$ cat src/rtl/life_engine_if.sv
// Command, edit and status signals of the Game-of-Life engine.
// The engine sits on the slave side; the controller drives the master side.
interface life_engine_if #(
   parameter int unsigned LOG_W = 4,
   parameter int unsigned LOG_H = 3
);
   localparam int unsigned AW = LOG_W + LOG_H;

   logic          cmd_valid;
   logic [1:0]    cmd_op;
   logic          cmd_ready;
   logic          wrap;
   logic [8:0]    birth_mask;
   logic [8:0]    survive_mask;
   logic          rand_bit;
   logic [AW-1:0] rd_addr;
   logic          rd_data;
   logic          wr_en;
   logic [AW-1:0] wr_addr;
   logic          wr_data;
   logic          busy;
   logic          done;
   logic [15:0]   generation;
   logic [AW:0]   pop_count;

   modport master (
      output cmd_valid, cmd_op, wrap, birth_mask, survive_mask, rand_bit,
             rd_addr, wr_en, wr_addr, wr_data,
      input  cmd_ready, rd_data, busy, done, generation, pop_count
   );

   modport slave (
      input  cmd_valid, cmd_op, wrap, birth_mask, survive_mask, rand_bit,
             rd_addr, wr_en, wr_addr, wr_data,
      output cmd_ready, rd_data, busy, done, generation, pop_count
   );
endinterface

$ cat src/rtl/life_engine.sv
// Double-banked cellular automaton engine: seeds or clears the board, or computes
// one generation cell-by-cell (8 neighbour reads, 1 commit), then swaps banks.
module life_engine #(
   parameter int unsigned LOG_W = 4,
   parameter int unsigned LOG_H = 3
) (
   input  logic         clk,
   input  logic         reset,
   life_engine_if.slave bus
);
   localparam int unsigned W  = 1 << LOG_W;
   localparam int unsigned H  = 1 << LOG_H;
   localparam int unsigned N  = W * H;
   localparam int unsigned AW = LOG_W + LOG_H;

   typedef enum logic [2:0] {
      S_IDLE, S_SEED, S_COUNT, S_COMMIT, S_FLIP
   } state_t;

   state_t        r_state;
   logic          r_cur;
   logic [N-1:0]  r_bank_a;
   logic [N-1:0]  r_bank_b;
   logic [AW-1:0] r_idx;
   logic [2:0]    r_nb;
   logic [3:0]    r_count;
   logic          r_wrap;
   logic [8:0]    r_birth;
   logic [8:0]    r_survive;
   logic          r_rand_op;
   logic [AW:0]   r_acc;
   logic          r_busy;
   logic          r_done;
   logic [15:0]   r_gen;
   logic [AW:0]   r_pop;

   logic [N-1:0]  w_cur_bank;
   logic          w_last;
   logic          w_seed_bit;
   logic [LOG_W:0] w_dx;
   logic [LOG_H:0] w_dy;
   logic [LOG_W:0] w_nx;
   logic [LOG_H:0] w_ny;
   logic          w_nb_oob;
   logic [AW-1:0] w_nb_addr;
   logic          w_nb_live;
   logic          w_self;
   logic          w_next;
   logic          w_we;
   logic          w_wsel;
   logic [AW-1:0] w_waddr;
   logic          w_wdata;

   assign w_cur_bank = r_cur ? r_bank_b : r_bank_a;
   assign w_last     = (r_idx == AW'(N - 1));
   assign w_seed_bit = r_rand_op & bus.rand_bit;

   // Neighbour offsets as (dx, dy); -1 is all-ones in the extended coordinate
   always_comb begin
      w_dx = '0;
      w_dy = '0;
      case (r_nb)
         3'd0: begin w_dx = '1;                w_dy = (LOG_H+1)'(1); end
         3'd1: begin w_dx = '0;                w_dy = (LOG_H+1)'(1); end
         3'd2: begin w_dx = (LOG_W+1)'(1);     w_dy = (LOG_H+1)'(1); end
         3'd3: begin w_dx = '1;                w_dy = '0;            end
         3'd4: begin w_dx = (LOG_W+1)'(1);     w_dy = '0;            end
         3'd5: begin w_dx = '1;                w_dy = '1;            end
         3'd6: begin w_dx = '0;                w_dy = '1;            end
         default: begin w_dx = (LOG_W+1)'(1);  w_dy = '1;            end
      endcase
   end

   // The extra top bit flags a step off either edge; the low bits already hold the wrapped coordinate
   assign w_nx      = {1'b0, r_idx[LOG_W-1:0]} + w_dx;
   assign w_ny      = {1'b0, r_idx[AW-1:LOG_W]} + w_dy;
   assign w_nb_oob  = w_nx[LOG_W] | w_ny[LOG_H];
   assign w_nb_addr = {w_ny[LOG_H-1:0], w_nx[LOG_W-1:0]};
   assign w_nb_live = w_cur_bank[w_nb_addr] & (r_wrap | ~w_nb_oob);

   assign w_self = w_cur_bank[r_idx];
   assign w_next = w_self ? r_survive[r_count] : r_birth[r_count];

   // Single bank write port shared by host edits, seeding and commit
   always_comb begin
      w_we    = 1'b0;
      w_wsel  = r_cur;
      w_waddr = bus.wr_addr;
      w_wdata = bus.wr_data;
      case (r_state)
         S_IDLE: w_we = bus.wr_en;
         S_SEED: begin
            w_we    = 1'b1;
            w_waddr = r_idx;
            w_wdata = w_seed_bit;
         end
         S_COMMIT: begin
            w_we    = 1'b1;
            w_wsel  = ~r_cur;
            w_waddr = r_idx;
            w_wdata = w_next;
         end
         default: w_we = 1'b0;
      endcase
   end

   always_ff @(posedge clk or posedge reset) begin
      if (reset) begin
         r_bank_a <= '0;
         r_bank_b <= '0;
      end else if (w_we) begin
         if (w_wsel) r_bank_b[w_waddr] <= w_wdata;
         else        r_bank_a[w_waddr] <= w_wdata;
      end
   end

   // Command sequencer
   always_ff @(posedge clk or posedge reset) begin
      if (reset) begin
         r_state   <= S_IDLE;
         r_cur     <= 1'b0;
         r_idx     <= '0;
         r_nb      <= '0;
         r_count   <= '0;
         r_wrap    <= 1'b0;
         r_birth   <= '0;
         r_survive <= '0;
         r_rand_op <= 1'b0;
         r_acc     <= '0;
         r_busy    <= 1'b0;
         r_done    <= 1'b0;
         r_gen     <= '0;
         r_pop     <= '0;
      end else begin
         r_done <= 1'b0;
         case (r_state)
            S_IDLE: begin
               if (bus.cmd_valid) begin
                  r_wrap    <= bus.wrap;
                  r_birth   <= bus.birth_mask;
                  r_survive <= bus.survive_mask;
                  r_idx     <= '0;
                  r_nb      <= '0;
                  r_count   <= '0;
                  r_acc     <= '0;
                  case (bus.cmd_op)
                     2'd0, 2'd1: begin
                        r_rand_op <= bus.cmd_op[0];
                        r_state   <= S_SEED;
                        r_busy    <= 1'b1;
                     end
                     2'd2: begin
                        r_state <= S_COUNT;
                        r_busy  <= 1'b1;
                     end
                     default: r_done <= 1'b1;
                  endcase
               end
            end
            S_SEED: begin
               r_acc <= r_acc + (AW+1)'(w_seed_bit);
               if (w_last) begin
                  r_state <= S_IDLE;
                  r_busy  <= 1'b0;
                  r_done  <= 1'b1;
                  r_gen   <= '0;
                  r_pop   <= r_acc + (AW+1)'(w_seed_bit);
               end else begin
                  r_idx <= r_idx + AW'(1);
               end
            end
            S_COUNT: begin
               r_count <= r_count + 4'(w_nb_live);
               r_nb    <= r_nb + 3'd1;
               if (r_nb == 3'd7) r_state <= S_COMMIT;
            end
            S_COMMIT: begin
               r_acc <= r_acc + (AW+1)'(w_next);
               if (w_last) begin
                  r_state <= S_FLIP;
               end else begin
                  r_idx   <= r_idx + AW'(1);
                  r_nb    <= '0;
                  r_count <= '0;
                  r_state <= S_COUNT;
               end
            end
            S_FLIP: begin
               r_cur   <= ~r_cur;
               r_gen   <= r_gen + 16'd1;
               r_pop   <= r_acc;
               r_state <= S_IDLE;
               r_busy  <= 1'b0;
               r_done  <= 1'b1;
            end
            default: begin
               r_state <= S_IDLE;
               r_busy  <= 1'b0;
            end
         endcase
      end
   end

   assign bus.cmd_ready  = ~r_busy;
   assign bus.busy       = r_busy;
   assign bus.done       = r_done;
   assign bus.generation = r_gen;
   assign bus.pop_count  = r_pop;
   assign bus.rd_data    = w_cur_bank[bus.rd_addr];

endmodule

$ cat src/flat_wrapper.sv
// flat-port wrapper written by rule: the top's interface ports become plain ports
module life_engine_flat 
#(
   parameter int unsigned LOG_W = 4,
   parameter int unsigned LOG_H = 3
)
  (clk, reset, bus_cmd_valid, bus_cmd_op, bus_wrap, bus_birth_mask, bus_survive_mask, bus_rand_bit, bus_rd_addr, bus_wr_en, bus_wr_addr, bus_wr_data, bus_cmd_ready, bus_rd_data, bus_busy, bus_done, bus_generation, bus_pop_count);
  life_engine_if #(.LOG_W(LOG_W), .LOG_H(LOG_H)) bus_i ();
  input  logic clk;
  input  logic reset;
  input wire logic [$bits(bus_i.cmd_valid)-1:0] bus_cmd_valid;
  input wire logic [$bits(bus_i.cmd_op)-1:0] bus_cmd_op;
  input wire logic [$bits(bus_i.wrap)-1:0] bus_wrap;
  input wire logic [$bits(bus_i.birth_mask)-1:0] bus_birth_mask;
  input wire logic [$bits(bus_i.survive_mask)-1:0] bus_survive_mask;
  input wire logic [$bits(bus_i.rand_bit)-1:0] bus_rand_bit;
  input wire logic [$bits(bus_i.rd_addr)-1:0] bus_rd_addr;
  input wire logic [$bits(bus_i.wr_en)-1:0] bus_wr_en;
  input wire logic [$bits(bus_i.wr_addr)-1:0] bus_wr_addr;
  input wire logic [$bits(bus_i.wr_data)-1:0] bus_wr_data;
  output wire logic [$bits(bus_i.cmd_ready)-1:0] bus_cmd_ready;
  output wire logic [$bits(bus_i.rd_data)-1:0] bus_rd_data;
  output wire logic [$bits(bus_i.busy)-1:0] bus_busy;
  output wire logic [$bits(bus_i.done)-1:0] bus_done;
  output wire logic [$bits(bus_i.generation)-1:0] bus_generation;
  output wire logic [$bits(bus_i.pop_count)-1:0] bus_pop_count;
  assign bus_i.cmd_valid = bus_cmd_valid;
  assign bus_i.cmd_op = bus_cmd_op;
  assign bus_i.wrap = bus_wrap;
  assign bus_i.birth_mask = bus_birth_mask;
  assign bus_i.survive_mask = bus_survive_mask;
  assign bus_i.rand_bit = bus_rand_bit;
  assign bus_i.rd_addr = bus_rd_addr;
  assign bus_i.wr_en = bus_wr_en;
  assign bus_i.wr_addr = bus_wr_addr;
  assign bus_i.wr_data = bus_wr_data;
  assign bus_cmd_ready = bus_i.cmd_ready;
  assign bus_rd_data = bus_i.rd_data;
  assign bus_busy = bus_i.busy;
  assign bus_done = bus_i.done;
  assign bus_generation = bus_i.generation;
  assign bus_pop_count = bus_i.pop_count;
  life_engine #(.LOG_W(LOG_W), .LOG_H(LOG_H)) u_core (.clk(clk), .reset(reset), .bus(bus_i));
endmodule
$ cat config.mk
export PLATFORM = sky130hd
export DESIGN_NAME = life_engine_flat
export DESIGN_NICKNAME = d
export VERILOG_FILES = /design/src/rtl/life_engine_if.sv /design/src/rtl/life_engine.sv /design/src/flat_wrapper.sv
export SDC_FILE = /design/constraint.sdc
export NUM_CORES = 1
export LEC_CHECK = 0
export CORE_MARGIN = 5
export CORE_UTILIZATION = 25
export DETAILED_ROUTE_END_ITERATION = 12
export GPL_TIMING_DRIVEN = 0
export HOLD_SLACK_MARGIN = 0.08
export MAX_ROUTING_LAYER = met4
export RECOVER_POWER = 100
export SYNTH_ARGS = -nofsm -noshare
export SYNTH_HDL_FRONTEND = slang
export SYNTH_SLANG_ARGS = --single-unit
$ cat constraint.sdc
create_clock -name clk -period 13.9 [get_ports clk]
set_input_delay 2.78 -clock clk [delete_from_list [all_inputs] [get_ports clk]]
set_output_delay 2.78 -clock clk [all_outputs]
set_load 0.1 [all_outputs]
# After elaboration in Yosys (flattened, before gate mapping)

Index checks and enable logic that the tools add are counted.
W data, S select, Z words.

Flip-flop bits (word level): 328
Input port bits: 41
Output and inout bits: 28
Logic and storage cells: 137

$add $sub $neg: 8
Order comparisons: 6
Equal/unequal tests: 21
Multiplexer cells: 51
Bitwise operators: 9
Reductions and logical operators: 26

Operator list:

| operator                | number |
|---|---|
| $bwmux W128             | 2 |
| $mux W128               | 1 |
| $lt A7 B8 Y1 const B    | 4 |
| $pmux W16 S2            | 1 |
| $pmux W8 S3             | 1 |
| $bmux W1 S7             | 3 |
| $mux W7                 | 3 |
| $mux W3                 | 6 |
| $add A16 B1 Y16 const B | 1 |
| $add A8 B1 Y8           | 2 |
| $mux W16                | 1 |
| $mux W8                 | 2 |
| $pmux W8 S2             | 1 |
| $eq A3 B3 Y1 const B    | 5 |
| $mux W1                 | 14 |
| $pmux W7 S2             | 1 |
| $eq A3 B2 Y1 const B    | 4 |
| $pmux W3 S4             | 1 |
| $pmux W4 S3             | 1 |
| $pmux W5 S2             | 1 |
| $reduce_and A2 Y1       | 5 |
| $reduce_or A2 Y1        | 5 |
| $pmux W3 S3             | 1 |
| $reduce_and A3 Y1       | 3 |
| other kinds (31)        | 52 |

# Logic depth before layout (Yosys ltp)

Gate-level depths: netlist of the first run.

Depth after elaboration: 10
Mapped depth: 23

# Worst setup path before layout of the first run

Ideal clock, no wire load.

Kind: input port to output port
Start point: in bus_rd_addr[0]
End point: out bus_rd_data
Data arrival time: 5.696 ns
Data required time: 11.120 ns
Path slack: 5.424 ns
Stages on the path: 6
Path buffers: 2
Cell sequence: clkbuf_1 > clkbuf_1 > mux4_2 > mux4_2 > mux4_2 > mux4_2

Longest elaborated chain between the ends: 2

RTL lines:

| what                          | line               | text |
|---|---|---|
| start, declared               | flat_wrapper.sv:17 | `input wire logic [$bits(bus_i.rd_addr)-1:0] bus_rd_addr;` |
| $bmux W1 S7                   | life_engine.sv:209 | `assign bus.rd_data = w_cur_bank[bus.rd_addr];` |
| $mux W1 (implied by the code) | life_engine.sv:209 |  |
| end, declared                 | flat_wrapper.sv:22 | `output wire logic [$bits(bus_i.rd_data)-1:0] bus_rd_data;` |

Every way passes these cells. The select of a mux whose other input is x is not followed.

# Worst setup path after layout of the first run

Start point: reg u_core.r_cur
End point: out bus_rd_data

Longest elaborated chain between the ends: 3

RTL lines:

| what                          | line               | text |
|---|---|---|
| start, declared               | life_engine.sv:21  | `logic r_cur;` |
| start signal, assigned        | life_engine.sv:189 | `r_cur <= ~r_cur;` |
| $mux W128                     | life_engine.sv:54  | `assign w_cur_bank = r_cur ? r_bank_b : r_bank_a;` |
| $bmux W1 S7                   | life_engine.sv:209 |  |
| $mux W1 (implied by the code) | life_engine.sv:209 |  |

Every way passes these cells. The select of a mux whose other input is x is not followed.

==> impl_results.html, run 1 <==
<table>
<tr><th>Metric</th><th>Value</th></tr>
<tr><th colspan="2">Setup path</th></tr>
<tr><td>Capturing point of the worst reg2reg path</td><td>u_core.r_bank_a[36]</td></tr>
<tr><td>Crit path capture type</td><td>primary output</td></tr>
<tr><td>CP Class</td><td>reg2out</td></tr>
<tr><td>Setup slack on the worst flop-to-flop path</td><td>4.30 ns</td></tr>
<tr><td>Highest net fanout along the worst path</td><td>10</td></tr>
<tr><td>Cell count of the worst reg-to-reg path</td><td>17</td></tr>
<tr><td>Critical path required time</td><td>11.12 ns</td></tr>
<tr><td>Arrival @ worst endpoint</td><td>9.38 ns</td></tr>
<tr><td>Element type at the critical path start</td><td>flop</td></tr>
<tr><td>Worst r2r src</td><td>u_core.r_cur</td></tr>
<tr><th colspan="2">Layout</th></tr>
<tr><td>Sequential Area</td><td>0.00821 mm^2</td></tr>
<tr><td>Most frequent standard cell in the layout excluding fill and tap cells</td><td>sky130_fd_sc_hd__nand2_1</td></tr>
<tr><td>Combined area of the multi-input logic cells</td><td>0.0116 mm^2</td></tr>
<tr><td>P&amp;R area growth vs syn</td><td>12.5%</td></tr>
<tr><td>Most frequent cells in the layout</td><td>594 x sky130_fd_sc_hd__nand2_1, 328 x sky130_fd_sc_hd__dfrtp_1, 307 x sky130_fd_sc_hd__o21ai_0</td></tr>
<tr><td>Filler cell count</td><td>9,289</td></tr>
<tr><td>Total Nets Final</td><td>2,192</td></tr>
<tr><td>Number of non-filler instances in the completed layout</td><td>3,317</td></tr>
<tr><td>Share of layout cells above drive strength 1</td><td>17.2%</td></tr>
<tr><td>Util after Layout</td><td>28.3%</td></tr>
<tr><th colspan="2">Worst hold path</th></tr>
<tr><td>Cell depth of the worst min-delay path</td><td>1</td></tr>
<tr><td>Class of the tightest hold or removal check</td><td>reg2reg</td></tr>
<tr><td>Worst Hold End</td><td>u_core.bus.generation[15]</td></tr>
<tr><td>Hold wc startpoint</td><td>u_core.bus.generation[15]</td></tr>
<tr><th colspan="2">GRT</th></tr>
<tr><td>Number of antenna violations at the first check in global routing</td><td>6</td></tr>
<tr><td>Via count of the first global-routing pass</td><td>17,100</td></tr>
<tr><td>GRT Util Overall</td><td>17.1%</td></tr>
<tr><td>Largest net degree at the start of global routing</td><td>92</td></tr>
<tr><td>Global-route wire length before repair</td><td>117,000 um</td></tr>
<tr><td>GRT Residual Overflow</td><td>0</td></tr>
<tr><th colspan="2">Synth</th></tr>
<tr><td>Count of mapped cells out of synthesis</td><td>2,019</td></tr>
<tr><td>Share of the yosys chip area belonging to registers</td><td>37.8%</td></tr>
<tr><td>Synth cell types</td><td>61</td></tr>
<tr><td>Predominant post-synthesis flop cell</td><td>sky130_fd_sc_hd__dfrtp_1</td></tr>
<tr><td>Post-synth ARST share</td><td>100%</td></tr>
<tr><td>Post-Syn Area per Cell</td><td>10.8 um^2</td></tr>
<tr><td>EDFF count, synth</td><td>0</td></tr>
<tr><td>Synthesis Warnings</td><td>0</td></tr>
<tr><td>Number of synthesized register bits</td><td>328</td></tr>
<tr><td>Summed instance area of the synthesized netlist</td><td>0.0217 mm^2</td></tr>
<tr><td>Syn Nets</td><td>2,083</td></tr>
<tr><th colspan="2">Drt</th></tr>
<tr><td>Drt wl/cell</td><td>23.9 um</td></tr>
<tr><td>Number of DRC markers in iteration 0</td><td>2,225</td></tr>
<tr><td>Via count of the routed design</td><td>17,900</td></tr>
<tr><td>Routed via count divided by cell count</td><td>5.40</td></tr>
<tr><td>DRC violations left</td><td>0</td></tr>
<tr><td>Wire length after detailed routing</td><td>79,400 um</td></tr>
<tr><td>First-pass iteration count of the detailed router</td><td>8</td></tr>
<tr><td>Post-route antenna net violation count</td><td>0</td></tr>
<tr><th colspan="2">Placed design</th></tr>
<tr><td>PortBufs</td><td>65</td></tr>
<tr><td>Half-perimeter wire length after detailed placement</td><td>54,800 um</td></tr>
<tr><td>RePlAce Congestion</td><td>1.01</td></tr>
<tr><td>Pre-CTS worst setup slack</td><td>3.53 ns</td></tr>
<tr><td>Count of placed standard cells including taps</td><td>3,242</td></tr>
<tr><th colspan="2">Floorplan</th></tr>
<tr><td>Io pins</td><td>69</td></tr>
<tr><td>Width of the die</td><td>305 um</td></tr>
<tr><td>Total die area</td><td>0.0929 mm^2</td></tr>
<tr><td>Standard cell core area</td><td>0.0865 mm^2</td></tr>
<tr><td>Num rows</td><td>108</td></tr>
<tr><td>Initial cell density of the core</td><td>25.1%</td></tr>
<tr><td>Die Height</td><td>305 um</td></tr>
<tr><th colspan="2">Clock network</th></tr>
<tr><td>Hold-fix buffer count after cts</td><td>0</td></tr>
<tr><td>Root buf cell</td><td>sky130_fd_sc_hd__clkbuf_16</td></tr>
<tr><td>Max Buffers Root-to-Sink</td><td>3</td></tr>
<tr><td>Deepest level of the CTS H-tree</td><td>2</td></tr>
<tr><td>Clock tree from TritonCTS</td><td>done</td></tr>
<tr><td>Post-CTS setup buffer count</td><td>0</td></tr>
<tr><td>Clock-pin slew on the worst setup and hold paths</td><td>0.06 ns</td></tr>
<tr><td>Clock sink count</td><td>328</td></tr>
<tr><td>Clock latency at the later pin of the worst-skew pair</td><td>0.58 ns</td></tr>
<tr><td>PostCTS Resize Cnt</td><td>0</td></tr>
<tr><td>Total clock buffers created by CTS</td><td>39</td></tr>
<tr><th colspan="2">Power and ir drop</th></tr>
<tr><td>Peak ir drop on the vdd network</td><td>129 uV</td></tr>
<tr><td>Final total power</td><td>4.57 mW</td></tr>
<tr><td>Static power due to leakage</td><td>9.18 nW</td></tr>
<tr><td>Total power density per cell area</td><td>187 mW/mm^2</td></tr>
<tr><th colspan="2">Timing</th></tr>
<tr><td>Unrepaired setup endpoints after global routing</td><td>no</td></tr>
<tr><td>Final worst-path setup slack</td><td>1.74 ns</td></tr>
<tr><td>Number of slew-limit violations in the final report</td><td>251</td></tr>
<tr><td>Pin slew with the least headroom to its limit</td><td>4.86 ns</td></tr>
<tr><td>Achievable frequency</td><td>0.0823 GHz</td></tr>
<tr><td>Final hold violation count</td><td>0</td></tr>
<tr><td>Setup Skew</td><td>0.0150 ns</td></tr>
<tr><td>Part of the cycle the worst path needs</td><td>87.5%</td></tr>
<tr><td>Setup-failing EPs final</td><td>0</td></tr>
<tr><td>Worst slew margin relative to its limit</td><td>-224%</td></tr>
<tr><td>Fin crit period</td><td>12.16 ns</td></tr>
<tr><td>Setup total negative slack</td><td>0 ns</td></tr>
<tr><th colspan="2">Run</th></tr>
<tr><td>Number of max-cap violations</td><td>4</td></tr>
<tr><th colspan="2">Status</th></tr>
<tr><td>Violated checks</td><td>max-capacitance violations, max-slew violations</td></tr>
<tr><td>Result of the run</td><td>finished, violations left</td></tr>
</table>
-- critical path, cell delays in order (launching register included) --
cell and delay [ns]:
sky130_fd_sc_hd__dfrtp_1 0.33, sky130_fd_sc_hd__clkbuf_1 0.60, sky130_fd_sc_hd__clkbuf_1 0.81, sky130_fd_sc_hd__clkbuf_1 0.90, sky130_fd_sc_hd__buf_4 0.37, sky130_fd_sc_hd__clkbuf_1 0.88
sky130_fd_sc_hd__clkbuf_1 0.92, sky130_fd_sc_hd__clkbuf_1 0.94, sky130_fd_sc_hd__mux4_2 0.43, sky130_fd_sc_hd__mux2i_1 0.19, sky130_fd_sc_hd__a21oi_1 0.24, sky130_fd_sc_hd__mux4_2 0.60
sky130_fd_sc_hd__mux4_2 0.56, sky130_fd_sc_hd__dlygate4sd3_1 0.98
-- stage by stage --
stage,hold slack (ns),area [um^2]
floorplan,0.473,21700
global placement,0.475,23800
detailed placement,0.479,23900
CTS,0.492,25300
global route,0.500,24400
finish,0.479,24400
-- report_power, final --
group | switching, mW | internal (mW)
clock | 0.444 | 0.701
combinational | 1.25 | 0.882
sequential | 0.170 | 1.12
-- registers in the layout, indices dropped and copies added, names as in the netlist, 3 cells and up --
register	cells
u_core.bus.generation	16
u_core.bus.pop_count	8
u_core.r_acc	8
u_core.r_bank_a	128
u_core.r_bank_b	128
u_core.r_birth	9
u_core.r_count	4
u_core.r_idx	7
u_core.r_nb	3
u_core.r_state	3
u_core.r_survive	9
-- worst max path at each step --
stage	start	cells past startpoint	to	slack, ns
global placement	reset	2	u_core.r_bank_a[41]	-2.93
CTS	bus_rd_addr[2]	8	bus_rd_data	3.51
global route	u_core.r_cur	13	bus_rd_data	1.82
detailed placement	bus_rd_addr[2]	8	bus_rd_data	3.53
floorplan	reset	1	u_core.bus.busy	2.04
finish	u_core.r_cur	13	bus_rd_data	1.74
-- cells in the mapped netlist (all sizes together) (20+ instances only) --
master,count,share of area [%]
inv,24,0.41
o21ai,315,11
nand2,594,10
clkbuf,73,1.3
a31oi,20,0.58
nor2,73,1.3
mux4,218,23
mux2,26,1.3
mux2i,41,1.9
a21oi,25,0.58
ha,21,1.2
nand3,24,0.55
dfrtp,328,38
buf,75,3.6
-- layer usage --
| layer | global-route usage, % | wire length (um) | share of wire (%) | up-vias |
|---|---|---|---|---|
| met1 | 22.4 | 31800 | 40 | 8862 |
| met4 | 7.07 | 4020 | 5.1 | 0 |
| met2 | 24.4 | 33500 | 42 | 1185 |
| met3 | 5.58 | 9990 | 13 | 261 |
| met5 | - | 0 | 0 | - |
| li1 | - | - | - | 7602 |
-- kinds of logic (layout without fill, tap and decap cells) --
group	Yosys count	in the layout	share of synthesized area [%]
and+or+nand+nor	770	770	14.4
AOI/OAI and AO/OA	427	427	14.7
DFF	328	328	37.8
muxes	285	285	25.8
buffers and inverters	172	310	5.33
adders and majority gates	23	23	1.39
xor gates and xnor gates	14	14	0.565
other	0	5	0
-- layout make-up --
type                       count  share of cell area, %
tap                         1155                   5.91
timing repair buffer          68                   2.81
clock buffer                  55                   4.66
inverter                      24                  0.374
sequential                   328                   33.6
clock inverter                15                   1.06
buffer                       148                   4.19
multi-input combinational   1519                   47.3
antenna                        5                 0.0512
No activity file was read; power rests on OpenSTA's default activity.
==> inputs of run 2 (changes only) <==
--- a/config.mk
+++ b/config.mk
@@ -7,10 +7,12 @@
 export LEC_CHECK = 0
 export CORE_MARGIN = 5
 export CORE_UTILIZATION = 25
+export CTS_CLUSTER_DIAMETER = 120
 export DETAILED_ROUTE_END_ITERATION = 12
 export GPL_TIMING_DRIVEN = 0
 export HOLD_SLACK_MARGIN = 0.08
 export MAX_ROUTING_LAYER = met4
+export PLACE_DENSITY_LB_ADDON = 0.2
 export RECOVER_POWER = 100
 export SYNTH_ARGS = -nofsm -noshare
 export SYNTH_HDL_FRONTEND = slang
==> run 2 against run 1 <==
Count of clock-buffer cells in the layout up 6. Sequential power about the same. Routed wire length up 12%. The flow still finishes with violations (max-capacitance violations, max-slew violations). Combinational power up 3%.
==> impl_results.html, run 2 (synthesis results as in run 1) <==
<table>
<tr><th>Metric</th><th>Value</th></tr>
<tr><th colspan="2">Status</th></tr>
<tr><td>Violated checks</td><td>max-capacitance violations, max-slew violations</td></tr>
<tr><td>Result of the run</td><td>finished, violations left</td></tr>
<tr><th colspan="2">Clock network</th></tr>
<tr><td>Clock tree from TritonCTS</td><td>done</td></tr>
<tr><td>Total clock buffers created by CTS</td><td>42</td></tr>
<tr><td>Clock latency at the later pin of the worst-skew pair</td><td>0.58 ns</td></tr>
<tr><td>Hold-fix buffer count after cts</td><td>0</td></tr>
<tr><td>PostCTS Resize Cnt</td><td>0</td></tr>
<tr><td>Clock-pin slew on the worst setup and hold paths</td><td>0.06 ns</td></tr>
<tr><td>Post-CTS setup buffer count</td><td>0</td></tr>
<tr><td>Root buf cell</td><td>sky130_fd_sc_hd__clkbuf_16</td></tr>
<tr><td>Deepest level of the CTS H-tree</td><td>2</td></tr>
<tr><td>Clock sink count</td><td>328</td></tr>
<tr><td>Max Buffers Root-to-Sink</td><td>3</td></tr>
<tr><th colspan="2">Drt</th></tr>
<tr><td>DRC violations left</td><td>0</td></tr>
<tr><td>First-pass iteration count of the detailed router</td><td>5</td></tr>
<tr><td>Number of DRC markers in iteration 0</td><td>2,177</td></tr>
<tr><td>Wire length after detailed routing</td><td>88,800 um</td></tr>
<tr><td>Post-route antenna net violation count</td><td>0</td></tr>
<tr><td>Via count of the routed design</td><td>17,700</td></tr>
<tr><td>Routed via count divided by cell count</td><td>5.33</td></tr>
<tr><td>Drt wl/cell</td><td>26.7 um</td></tr>
<tr><th colspan="2">Timing</th></tr>
<tr><td>Setup Skew</td><td>0.0182 ns</td></tr>
<tr><td>Final hold violation count</td><td>0</td></tr>
<tr><td>Setup-failing EPs final</td><td>0</td></tr>
<tr><td>WHS</td><td>0.477 ns</td></tr>
<tr><td>Pin slew with the least headroom to its limit</td><td>5.32 ns</td></tr>
<tr><td>Unrepaired setup endpoints after global routing</td><td>no</td></tr>
<tr><td>Fin crit period</td><td>11.95 ns</td></tr>
<tr><td>Part of the cycle the worst path needs</td><td>86.0%</td></tr>
<tr><td>Number of slew-limit violations in the final report</td><td>121</td></tr>
<tr><td>Achievable frequency</td><td>0.0837 GHz</td></tr>
<tr><td>Worst slew margin relative to its limit</td><td>-255%</td></tr>
<tr><th colspan="2">Layout</th></tr>
<tr><td>Combined area of the multi-input logic cells</td><td>0.0116 mm^2</td></tr>
<tr><td>Total Nets Final</td><td>2,195</td></tr>
<tr><td>Most frequent cells in the layout</td><td>594 x sky130_fd_sc_hd__nand2_1, 328 x sky130_fd_sc_hd__dfrtp_1, 307 x sky130_fd_sc_hd__o21ai_0</td></tr>
<tr><td>Most frequent standard cell in the layout excluding fill and tap cells</td><td>sky130_fd_sc_hd__nand2_1</td></tr>
<tr><td>Cell area after layout</td><td>0.0245 mm^2</td></tr>
<tr><td>Sequential Area</td><td>0.00821 mm^2</td></tr>
<tr><td>P&amp;R area growth vs syn</td><td>12.9%</td></tr>
<tr><td>Util after Layout</td><td>28.3%</td></tr>
<tr><td>Share of layout cells above drive strength 1</td><td>17.6%</td></tr>
<tr><td>Filler cell count</td><td>9,273</td></tr>
<tr><th colspan="2">GRT</th></tr>
<tr><td>Via count of the first global-routing pass</td><td>17,400</td></tr>
<tr><td>Global-route wire length before repair</td><td>127,000 um</td></tr>
<tr><td>Number of antenna violations at the first check in global routing</td><td>5</td></tr>
<tr><td>GRT Residual Overflow</td><td>0</td></tr>
<tr><td>GRT Util Overall</td><td>19.1%</td></tr>
<tr><td>Largest net degree at the start of global routing</td><td>122</td></tr>
<tr><th colspan="2">Placed design</th></tr>
<tr><td>RePlAce Congestion</td><td>0.954</td></tr>
<tr><td>Post-placement cell area</td><td>0.0239 mm^2</td></tr>
<tr><td>PortBufs</td><td>65</td></tr>
<tr><td>Half-perimeter wire length after detailed placement</td><td>62,300 um</td></tr>
<tr><th colspan="2">Power and ir drop</th></tr>
<tr><td>Switching fraction of total power</td><td>41.7%</td></tr>
<tr><td>Combinational fraction of design power</td><td>47.2%</td></tr>
<tr><td>Part of the total power dissipated in sequential elements</td><td>27.8%</td></tr>
<tr><td>Internal power consumption</td><td>2.70 mW</td></tr>
<tr><td>Static power due to leakage</td><td>9.23 nW</td></tr>
<tr><td>Peak ir drop on the vdd network</td><td>90.2 uV</td></tr>
<tr><td>Reported net switching power</td><td>1.94 mW</td></tr>
<tr><td>Total power density per cell area</td><td>189 mW/mm^2</td></tr>
<tr><td>Clock share of power</td><td>25.0%</td></tr>
<tr><th colspan="2">Floorplan</th></tr>
<tr><td>Total die area</td><td>0.0929 mm^2</td></tr>
<tr><td>Initial cell density of the core</td><td>25.1%</td></tr>
<tr><td>Width of the die</td><td>305 um</td></tr>
<tr><td>Io pins</td><td>69</td></tr>
<tr><td>Die Height</td><td>305 um</td></tr>
<tr><td>Standard cell core area</td><td>0.0865 mm^2</td></tr>
<tr><td>Num rows</td><td>108</td></tr>
<tr><th colspan="2">Setup path</th></tr>
<tr><td>Highest-delay cell along the critical path</td><td>sky130_fd_sc_hd__dlygate4sd3_1</td></tr>
<tr><td>Kind of cell adding the most delay to the critical path</td><td>buffers and inverters</td></tr>
<tr><td>Element type at the critical path start</td><td>flop</td></tr>
<tr><td>Arrival @ worst endpoint</td><td>9.17 ns</td></tr>
<tr><td>Worst path bufs/invs</td><td>8</td></tr>
<tr><td>CP max stage delay</td><td>1.22 ns</td></tr>
<tr><td>CP most frequent cell</td><td>sky130_fd_sc_hd__clkbuf_1</td></tr>
<tr><td>Crit path capture type</td><td>primary output</td></tr>
<tr><td>Highest net fanout along the worst path</td><td>10</td></tr>
<tr><td>CP Class</td><td>reg2out</td></tr>
<tr><td>Critical path, cell by cell</td><td>clkbuf_1 -&gt; clkbuf_1 -&gt; clkbuf_1 -&gt; buf_4 -&gt; clkbuf_1 -&gt; clkbuf_1 -&gt; clkbuf_1 -&gt; mux4_2 -&gt; mux2i_1 -&gt; a21oi_1 -&gt; mux4_2 -&gt; mux4_2 -&gt; dlygate4sd3_1</td></tr>
<tr><td>Critical path required time</td><td>11.12 ns</td></tr>
<tr><th colspan="2">Run</th></tr>
<tr><td>Number of max-cap violations</td><td>4</td></tr>
<tr><th colspan="2">Worst hold path</th></tr>
<tr><td>Class of the tightest hold or removal check</td><td>reg2reg</td></tr>
</table>
==> run 2: cell types whose count changed in the layout (fill, tap and decap cells not counted), sizes merged <==
cell	before	now
clkbuf	147	152
diode	5	6
bufinv	7	3
buf	59	60
clkinvlp	3	5
clkinv	6	9
==> run 2: worst reg2reg max path, cell delays in order (launching register included) <==
cell and delay [ns]:
sky130_fd_sc_hd__dfrtp_1 0.33, sky130_fd_sc_hd__clkbuf_1 0.51, sky130_fd_sc_hd__clkbuf_1 0.81, sky130_fd_sc_hd__clkbuf_1 0.96, sky130_fd_sc_hd__buf_4 0.39, sky130_fd_sc_hd__clkbuf_1 0.96, sky130_fd_sc_hd__clkbuf_1 0.83, sky130_fd_sc_hd__clkbuf_1 0.86
sky130_fd_sc_hd__clkbuf_1 0.80, sky130_fd_sc_hd__inv_1 0.17, sky130_fd_sc_hd__o22ai_1 0.29, sky130_fd_sc_hd__nand2_1 0.16, sky130_fd_sc_hd__nor2_1 0.99, sky130_fd_sc_hd__clkbuf_1 0.99, sky130_fd_sc_hd__nand2_1 0.19, sky130_fd_sc_hd__nand2_1 0.13
sky130_fd_sc_hd__o21ai_0 0.09
==> run 2: area by class of cell <==
type                    instances  area share, %
plain buffers                 148           4.19
multi-input cells            1519           47.2
well taps                    1155           5.90
diodes                          6         0.0612
clock inverters                16          0.689
clock buffers                  61           5.25
inverters                      24          0.373
repair buffers                 68           2.91
flip-flops and latches        328           33.5
==> run 2: power by group through the flow <==
stage	Clock (mW)	Combinational, mW	Sequential [mW]
after floorplan	0	1.57	1.24
after global placement	0	2.29	1.29
after detailed placement	0	2.31	1.30
after CTS	1.19	2.32	1.28
after global routing	1.23	2.29	1.31
final	1.16	2.19	1.29
==> run 2: per-layer routing <==
layer	global-route usage, %	vias to the layer above	part of all wire (%)
li1	-	7602	-
met1	25.7	8984	43
met2	28.7	908	45
met3	3.87	224	8.3
met4	6.84	0	4.2
met5	-	-	0
==> run 2: final timing paths <==
kind                       depth (start not counted)  slack, ns                       from                         to
min                                                1       0.48  u_core.bus.generation[15]  u_core.bus.generation[15]
max reg2reg                                       16       4.31               u_core.r_cur        u_core.r_bank_b[60]
max                                               13       1.95               u_core.r_cur                bus_rd_data
min reg2reg                                        1       0.48  u_core.bus.generation[15]  u_core.bus.generation[15]
max in group asynchronous                          2       7.20                      reset        u_core.r_bank_b[75]
min in group asynchronous                          2       4.25                      reset  u_core.bus.generation[10]
==> run 2: stage by stage <==
step           instances  setup TNS (ns)  total power, mW  worst slack, ns
4_1_cts             3319               0             4.79             3.43
5_1_grt             3323               0             4.82             1.86
6_report            3325               0             4.64             1.95
3_5_place_dp        3242               0             3.61             3.43
3_3_place_gp        3239         -926.77             3.58            -2.88
2_1_floorplan       2019               0             2.81             2.04
